<file path="src/rtl/ascon_perm_ctrl.sv">
// Round sequencer for the iterated ASCON permutation datapath.
// Steps a single-round datapath (constant addition, substitution, linear
// diffusion, state register) through p^a (12 rounds) or p^b (6 rounds).
// It drives the round index, the datapath input select and the state
// register enable, and reports completion with a one-cycle done pulse.
// All outputs come straight from registers, so none of them is a
// combinational function of start_i or mode_i.
module ascon_perm_ctrl #(
    parameter int ROUNDS_A = 12,
    parameter int ROUNDS_B = 6,
    parameter int CNT_W    = 4
) (
    input  logic             clock_i,
    input  logic             resetb_i,
    input  logic             start_i,
    input  logic             mode_i,
    output logic             ready_o,
    output logic             busy_o,
    output logic [CNT_W-1:0] round_o,
    output logic             sel_init_o,
    output logic             en_reg_state_o,
    output logic             done_o
);

    typedef enum logic [1:0] {
        ST_IDLE = 2'd0,
        ST_RUN  = 2'd1,
        ST_DONE = 2'd2
    } state_t;

    // Both permutations end on the same round index; p^b simply starts later.
    localparam logic [CNT_W-1:0] CNT_LAST    = CNT_W'(ROUNDS_A - 1);
    localparam logic [CNT_W-1:0] CNT_START_A = CNT_W'(ROUNDS_A - ROUNDS_A);
    localparam logic [CNT_W-1:0] CNT_START_B = CNT_W'(ROUNDS_A - ROUNDS_B);

    state_t           state_r;
    logic [CNT_W-1:0] cnt_r;
    logic             first_r;
    logic             ready_r;
    logic             busy_r;
    logic             en_r;
    logic             done_r;

    // Round counter start value; mode is only remembered through this value.
    function automatic logic [CNT_W-1:0] cnt_start(input logic mode);
        logic [CNT_W-1:0] val;
        if (mode == 1'b1) begin
            val = CNT_START_B;
        end else begin
            val = CNT_START_A;
        end
        return val;
    endfunction

    // Sequencer FSM: state, round counter, first-round flag and registered outputs.
    always_ff @(posedge clock_i or negedge resetb_i) begin
        if (!resetb_i) begin
            state_r <= ST_IDLE;
            cnt_r   <= '0;
            first_r <= 1'b0;
            ready_r <= 1'b1;
            busy_r  <= 1'b0;
            en_r    <= 1'b0;
            done_r  <= 1'b0;
        end else begin
            case (state_r)
                ST_IDLE: begin
                    if (start_i) begin
                        state_r <= ST_RUN;
                        cnt_r   <= cnt_start(mode_i);
                        first_r <= 1'b1;
                        ready_r <= 1'b0;
                        busy_r  <= 1'b1;
                        en_r    <= 1'b1;
                        done_r  <= 1'b0;
                    end else begin
                        state_r <= ST_IDLE;
                        first_r <= 1'b0;
                        ready_r <= 1'b1;
                        busy_r  <= 1'b0;
                        en_r    <= 1'b0;
                        done_r  <= 1'b0;
                    end
                end
                ST_RUN: begin
                    // The external state is selected for the first round only.
                    first_r <= 1'b0;
                    ready_r <= 1'b0;
                    if (cnt_r == CNT_LAST) begin
                        // Hold cnt on the last index: no wrap-around.
                        state_r <= ST_DONE;
                        busy_r  <= 1'b0;
                        en_r    <= 1'b0;
                        done_r  <= 1'b1;
                    end else begin
                        state_r <= ST_RUN;
                        cnt_r   <= cnt_r + {{(CNT_W-1){1'b0}}, 1'b1};
                        busy_r  <= 1'b1;
                        en_r    <= 1'b1;
                        done_r  <= 1'b0;
                    end
                end
                ST_DONE: begin
                    state_r <= ST_IDLE;
                    first_r <= 1'b0;
                    ready_r <= 1'b1;
                    busy_r  <= 1'b0;
                    en_r    <= 1'b0;
                    done_r  <= 1'b0;
                end
                default: begin
                    // Unreachable encodings recover to a clean IDLE.
                    state_r <= ST_IDLE;
                    cnt_r   <= '0;
                    first_r <= 1'b0;
                    ready_r <= 1'b1;
                    busy_r  <= 1'b0;
                    en_r    <= 1'b0;
                    done_r  <= 1'b0;
                end
            endcase
        end
    end

    assign ready_o        = ready_r;
    assign busy_o         = busy_r;
    assign round_o        = cnt_r;
    assign sel_init_o     = first_r;
    assign en_reg_state_o = en_r;
    assign done_o         = done_r;

endmodule

</file>
<file path="config.mk">
export PLATFORM = sky130hd
export DESIGN_NAME = ascon_perm_ctrl
export DESIGN_NICKNAME = d
export VERILOG_FILES = /design/src/rtl/ascon_perm_ctrl.sv
export SDC_FILE = /design/constraint.sdc
export NUM_CORES = 1
export LEC_CHECK = 0
export BUFFER_PORTS_ARGS = -buffer_cell sky130_fd_sc_hd__buf_2
export CAP_MARGIN = 25
export CORE_AREA = 5 5 42 44
export CTS_CLUSTER_DIAMETER = 80
export DETAILED_ROUTE_END_ITERATION = 12
export DIE_AREA = 0 0 47 49
export GPL_TIMING_DRIVEN = 0
export PLACE_DENSITY_LB_ADDON = 0.25
export SKIP_LAST_GASP = 1
export SLEW_MARGIN = 5
export SYNTH_ARGS = -nofsm -noshare
export SYNTH_HDL_FRONTEND = slang
export SYNTH_SLANG_ARGS = --single-unit
</file>
<file path="constraint.sdc">
create_clock -name clock_i -period 1.2 [get_ports clock_i]
set_input_delay 0.18 -clock clock_i [delete_from_list [all_inputs] [get_ports clock_i]]
set_output_delay 0.18 -clock clock_i [all_outputs]
set_load 0.005 [all_outputs]
</file>
# Yosys cells after proc, flatten, opt, wreduce, memory -nomap -nowiden
# Index checks and enable logic that the tools add are counted.
# word_totals
regBits,10
in_bits,4
output_inout_bits,9
wordCells,30
# classes
add_sub_neg,1
n_eq_ne,5
n_mux,15
bitwise_logic,1
n_reduce_logical,2
# ops
op,count
$pmux 4 s3,1
$mux 4,2
$mux 1,7
$add 4x1->4 const B,1
$eq 4x4->1 const B,1
$ne 2x2->1 const B,2
$pmux 1 s2,2
$pmux 2 s2,1
$mux 3,1
$reduce_and 3->1,1
$eq 2x1->1 const B,1
$eq 2x2->1 const B,1
$logic_not 2->1,1
$mux 2,1
$not 1->1,1

# Logic depth before layout (Yosys ltp)
# logic_depth
depth_word,3
depth_mapped,4

# Worst setup path before layout
# OpenSTA, ideal clock, no wires.
# synth_path
path_kind,reg-to-reg
from,"register cnt_r[0], in the netlist round_o[0]"
to,"register cnt_r[1], in the netlist round_o[1]"
arrival_time_ns,1.036
required_ns,1.067
slack_ns,0.031
stages_incl_launch_ff,5
n_path_buf,0
path_cell_list,dfrtp_1 -> ha_1 -> nand3b_4 -> mux2i_1 -> o22ai_1
# synth_between
elab_chain_len,3
elab_cells_between_ends,6
cone_classes,add/sub: 1; eq/ne: 2; mux: 2; reduce/logical: 1
# synth_rtl
element,line,source
from (decl),37,logic [CNT_W-1:0] cnt_r;
from (signal assigned),70,cnt_r <= cnt_start(mode_i);
from (signal assigned),97,"cnt_r <= cnt_r + {{(CNT_W-1){1'b0}}, 1'b1};"
$add 4x1->4 or $eq 4x4->1 (tied branches),"97, 89",
$mux 4 or $ne 2x2->1 (tied branches),-,
$pmux 4 s3 or $reduce_and 3->1 (tied branches),-,
# Parallel ways exist; a longest one is shown, timed or not. The select of a mux whose other input is x is not followed.
# A chain may end at the register's enable or synchronous reset.

==> results by group <==
Clocking
  – TritonCTS Buffers: 3
  – CTS tree: yes
  – Clock latency on the worst-skew pair: 0.25 ns
  – CTS root buffer: clkbuf_4
  – H-Tree Depth: 1
  – CTS max path bufs: 2
  – CTS sink cnt: 9
  – Clock-pin slew on the worst setup and hold paths: 0.06 ns

Pwr
  – Pwr Total: 1.42 mW
  – Power Dens Cells: 2440 nW/um^2
  – Worst VDD drop: 0.000822 V
  – Leakage: 0.300 nW

Layout
  – Final Non-Filler Cells: 71
  – Commonest non-fill, non-tap cells in the layout: buf_2, dfrtp_1, buf_4
  – Layout Utilization: 41.4%
  – Leading cell type in the layout, fill and taps excluded: buf_2
  – Post-route cell area: 581 sq um
  – Diodes inserted: 0
  – Layout cells sized above 1: 49.1%
  – Final net count: 61
  – Area Overhead vs Synth: 32.6%

Logic synthesis
  – Syn Inst Count: 35
  – Share of the synthesized area in compound gates (AO/OA/AOI/OAI): 12.6%
  – Yosys reg bits: 9
  – Netlist cell types: 22
  – Post-synthesis xor/xnor area fraction: 4.00%
  – Mean cell area of the mapped netlist: 12.5 sq um
  – Multiplexer area fraction after synthesis: 6.86%
  – Simple-gate area share of the yosys netlist: 19.4%
  – Synth Area in Adders: 2.86%
  – Sequential-to-total area share from yosys stat: 51.7%
  – Syn Nets: 40
  – Largest family of logic cells by synthesized area: simple AND/OR/NAND/NOR gates
  – Synthesized area: 438 sq um
  – Warnings from Yosys: 0

Floorplanning
  – Starting density of the core: 31.3%
  – Full die area: 2300 sq um
  – Die W: 47 microns
  – I/O pin cnt: 13
  – Die Ht: 49 microns
  – Core footprint: 1400 sq um
  – Rows: 14

Critical path
  – Cell count of the worst reg-to-reg path: 4
  – Req. time, crit path: 1.02 ns
  – Reg-to-reg endpoint: round_o[1]
  – R2R Setup Slk: 0.07 ns
  – Crit path kind: register to primary output
  – Worst setup EP type: primary output
  – Largest fanout on the critical path: 8
  – R2R Path Start: round_o[0]
  – Critical Path End: en_reg_state_o
  – CP startpoint: state_r[0]
  – Critical Path Start Type: register
  – CP arrival: 0.97 ns

Timing
  – Slew margin rel.: 83.0%
  – Final Cycle Share: 95.5%
  – RSZ-0062 raised after global routing: false
  – Setup-failing EPs final: 0
  – WHS: 0.133 ns
  – Final Hold Fails: 0
  – Slew at the pin closest to its max-slew limit: 0.251 ns
  – Final Skew: 0.000417 ns
  – Final worst slack: 0.0540 ns
  – Setup Total Neg Slack: 0 ns
  – Period minus WS final: 1.15 ns
  – Slew Limit Fails: 0
  – Highest clock rate: 0.873 GHz

Global routing
  – Total GRT Usage: 9.08%
  – GRT Residual Overflow: 0
  – Vias in the first global route: 327
  – Initial antenna violation count: 0
  – First-pass GRT wire length: 1500 microns
  – Largest net degree at the start of global routing: 10

Placed design
  – Placed Instances: 63
  – IO Port Bufs: 12
  – Dpl hpwl: 620 microns
  – Place WS: -0.0534 ns
  – GPL Wtd Cong: 0.651
  – Post-placement cell area: 518 sq um

Hold path
  – Tightest Hold Check Type: input pin to register

Route
  – 1st-iter DRT viols: 9
  – Vias/cell: 4.90
  – First-pass detailed-route iteration total: 4
  – Routed WL per cell: 12.0 microns
  – Remaining DRCs: 0
  – Antenna Nets Post-Route: 0
  – Vias: 348
  – Routed wire length: 851 microns

Outcome
  – Status: finished clean

Flow run
  – Max-Cap Viols: 0
[worst min path at each step]
| stage | start | slack (ns) | cells after the start | end |
|---|---|---|---|---|
| 2_1_floorplan | resetb_i | -0.12 | 0 | done_o |
| 3_3_place_gp | resetb_i | 0.04 | 1 | done_o |
| 3_5_place_dp | resetb_i | 0.04 | 1 | done_o |
| 4_1_cts | start_i | 0.13 | 2 | ready_o |
| 5_1_grt | start_i | 0.15 | 2 | ready_o |
| 6_report | start_i | 0.13 | 2 | ready_o |
[registers in the layout, indices dropped and copies added (netlist names)]
| signal | count |
|---|---|
| ready_o | 1 |
| sel_init_o | 1 |
| state_r | 2 |
| done_o | 1 |
| round_o | 4 |
[logic make-up after synthesis]
family | count (synthesis)
AND/OR/NAND/NOR | 11
buffers and inverters | 2
flip-flops | 9
adder cells (fa/ha/maj) | 1
AO/OA/AOI/OAI | 7
XOR/XNOR | 2
multiplexers | 3
[repair_timing]
action / 4_1_cts / 5_1_grt
hold endpoints to repair: 9 / 0
setup buffers: 2 / 1
endpoints found under the setup margin: 2 / 1
gates resized for setup: 1 / 1
hold buffers: 1 / 0
[final cells by class]
cell class,instances,area (sq um)
fill,143,821
multi-input combinational,24,203
sequential,9,228
inverter,1,3.75
buffer,1,7.51
timing repair buffer,16,92.6
tap,16,20.0
clock buffer,4,26.3
[worst max-delay path, stage by stage, from the launching register on]
cell and delay [ns]:
dfrtp_2 0.46, buf_4 0.14, buf_2 0.11
[layer usage]
| metal | vias to the layer above | global-route usage, % | part of all wire [%] |
|---|---|---|---|
| met1 | 167 | 12.2 | 46 |
| met4 | 0 | 5.53 | 0.71 |
| li1 | 168 | - | - |
| met5 | - | 0 | 0 |
| met3 | 2 | 3.69 | 8.2 |
| met2 | 11 | 11.8 | 45 |
[synthesized netlist by cell type, drive strengths merged]
| cell type | count | area, sq um |
|---|---|---|
| o31ai | 2 | 20.0 |
| buf | 1 | 7.51 |
| mux2i | 3 | 30.0 |
| ha | 1 | 12.5 |
| xnor2 | 1 | 8.76 |
| o21ai | 1 | 5.00 |
| nand3 | 3 | 15.0 |
| nor4bb | 1 | 10.0 |
| dfstp | 1 | 26.3 |
| o22ai | 1 | 6.26 |
| nor3 | 2 | 10.0 |
| nor2 | 2 | 7.51 |
| dfrtp | 8 | 200 |
| xor2 | 1 | 8.76 |
| nand3b | 1 | 20.0 |
| o21ba | 1 | 10.0 |
| a31oi | 1 | 6.26 |
| inv | 1 | 3.75 |
| nand2b | 2 | 22.5 |
| o21bai | 1 | 7.51 |
[power breakdown]
part / internal, mW / switching, mW / total [mW]
registers: 0.422 / 0.117 / 0.539
logic: 0.367 / 0.282 / 0.649
clock network: 0.128 / 0.101 / 0.229
total: 0.917 / 0.499 / 1.42
No activity file was read; power rests on OpenSTA's default activity.
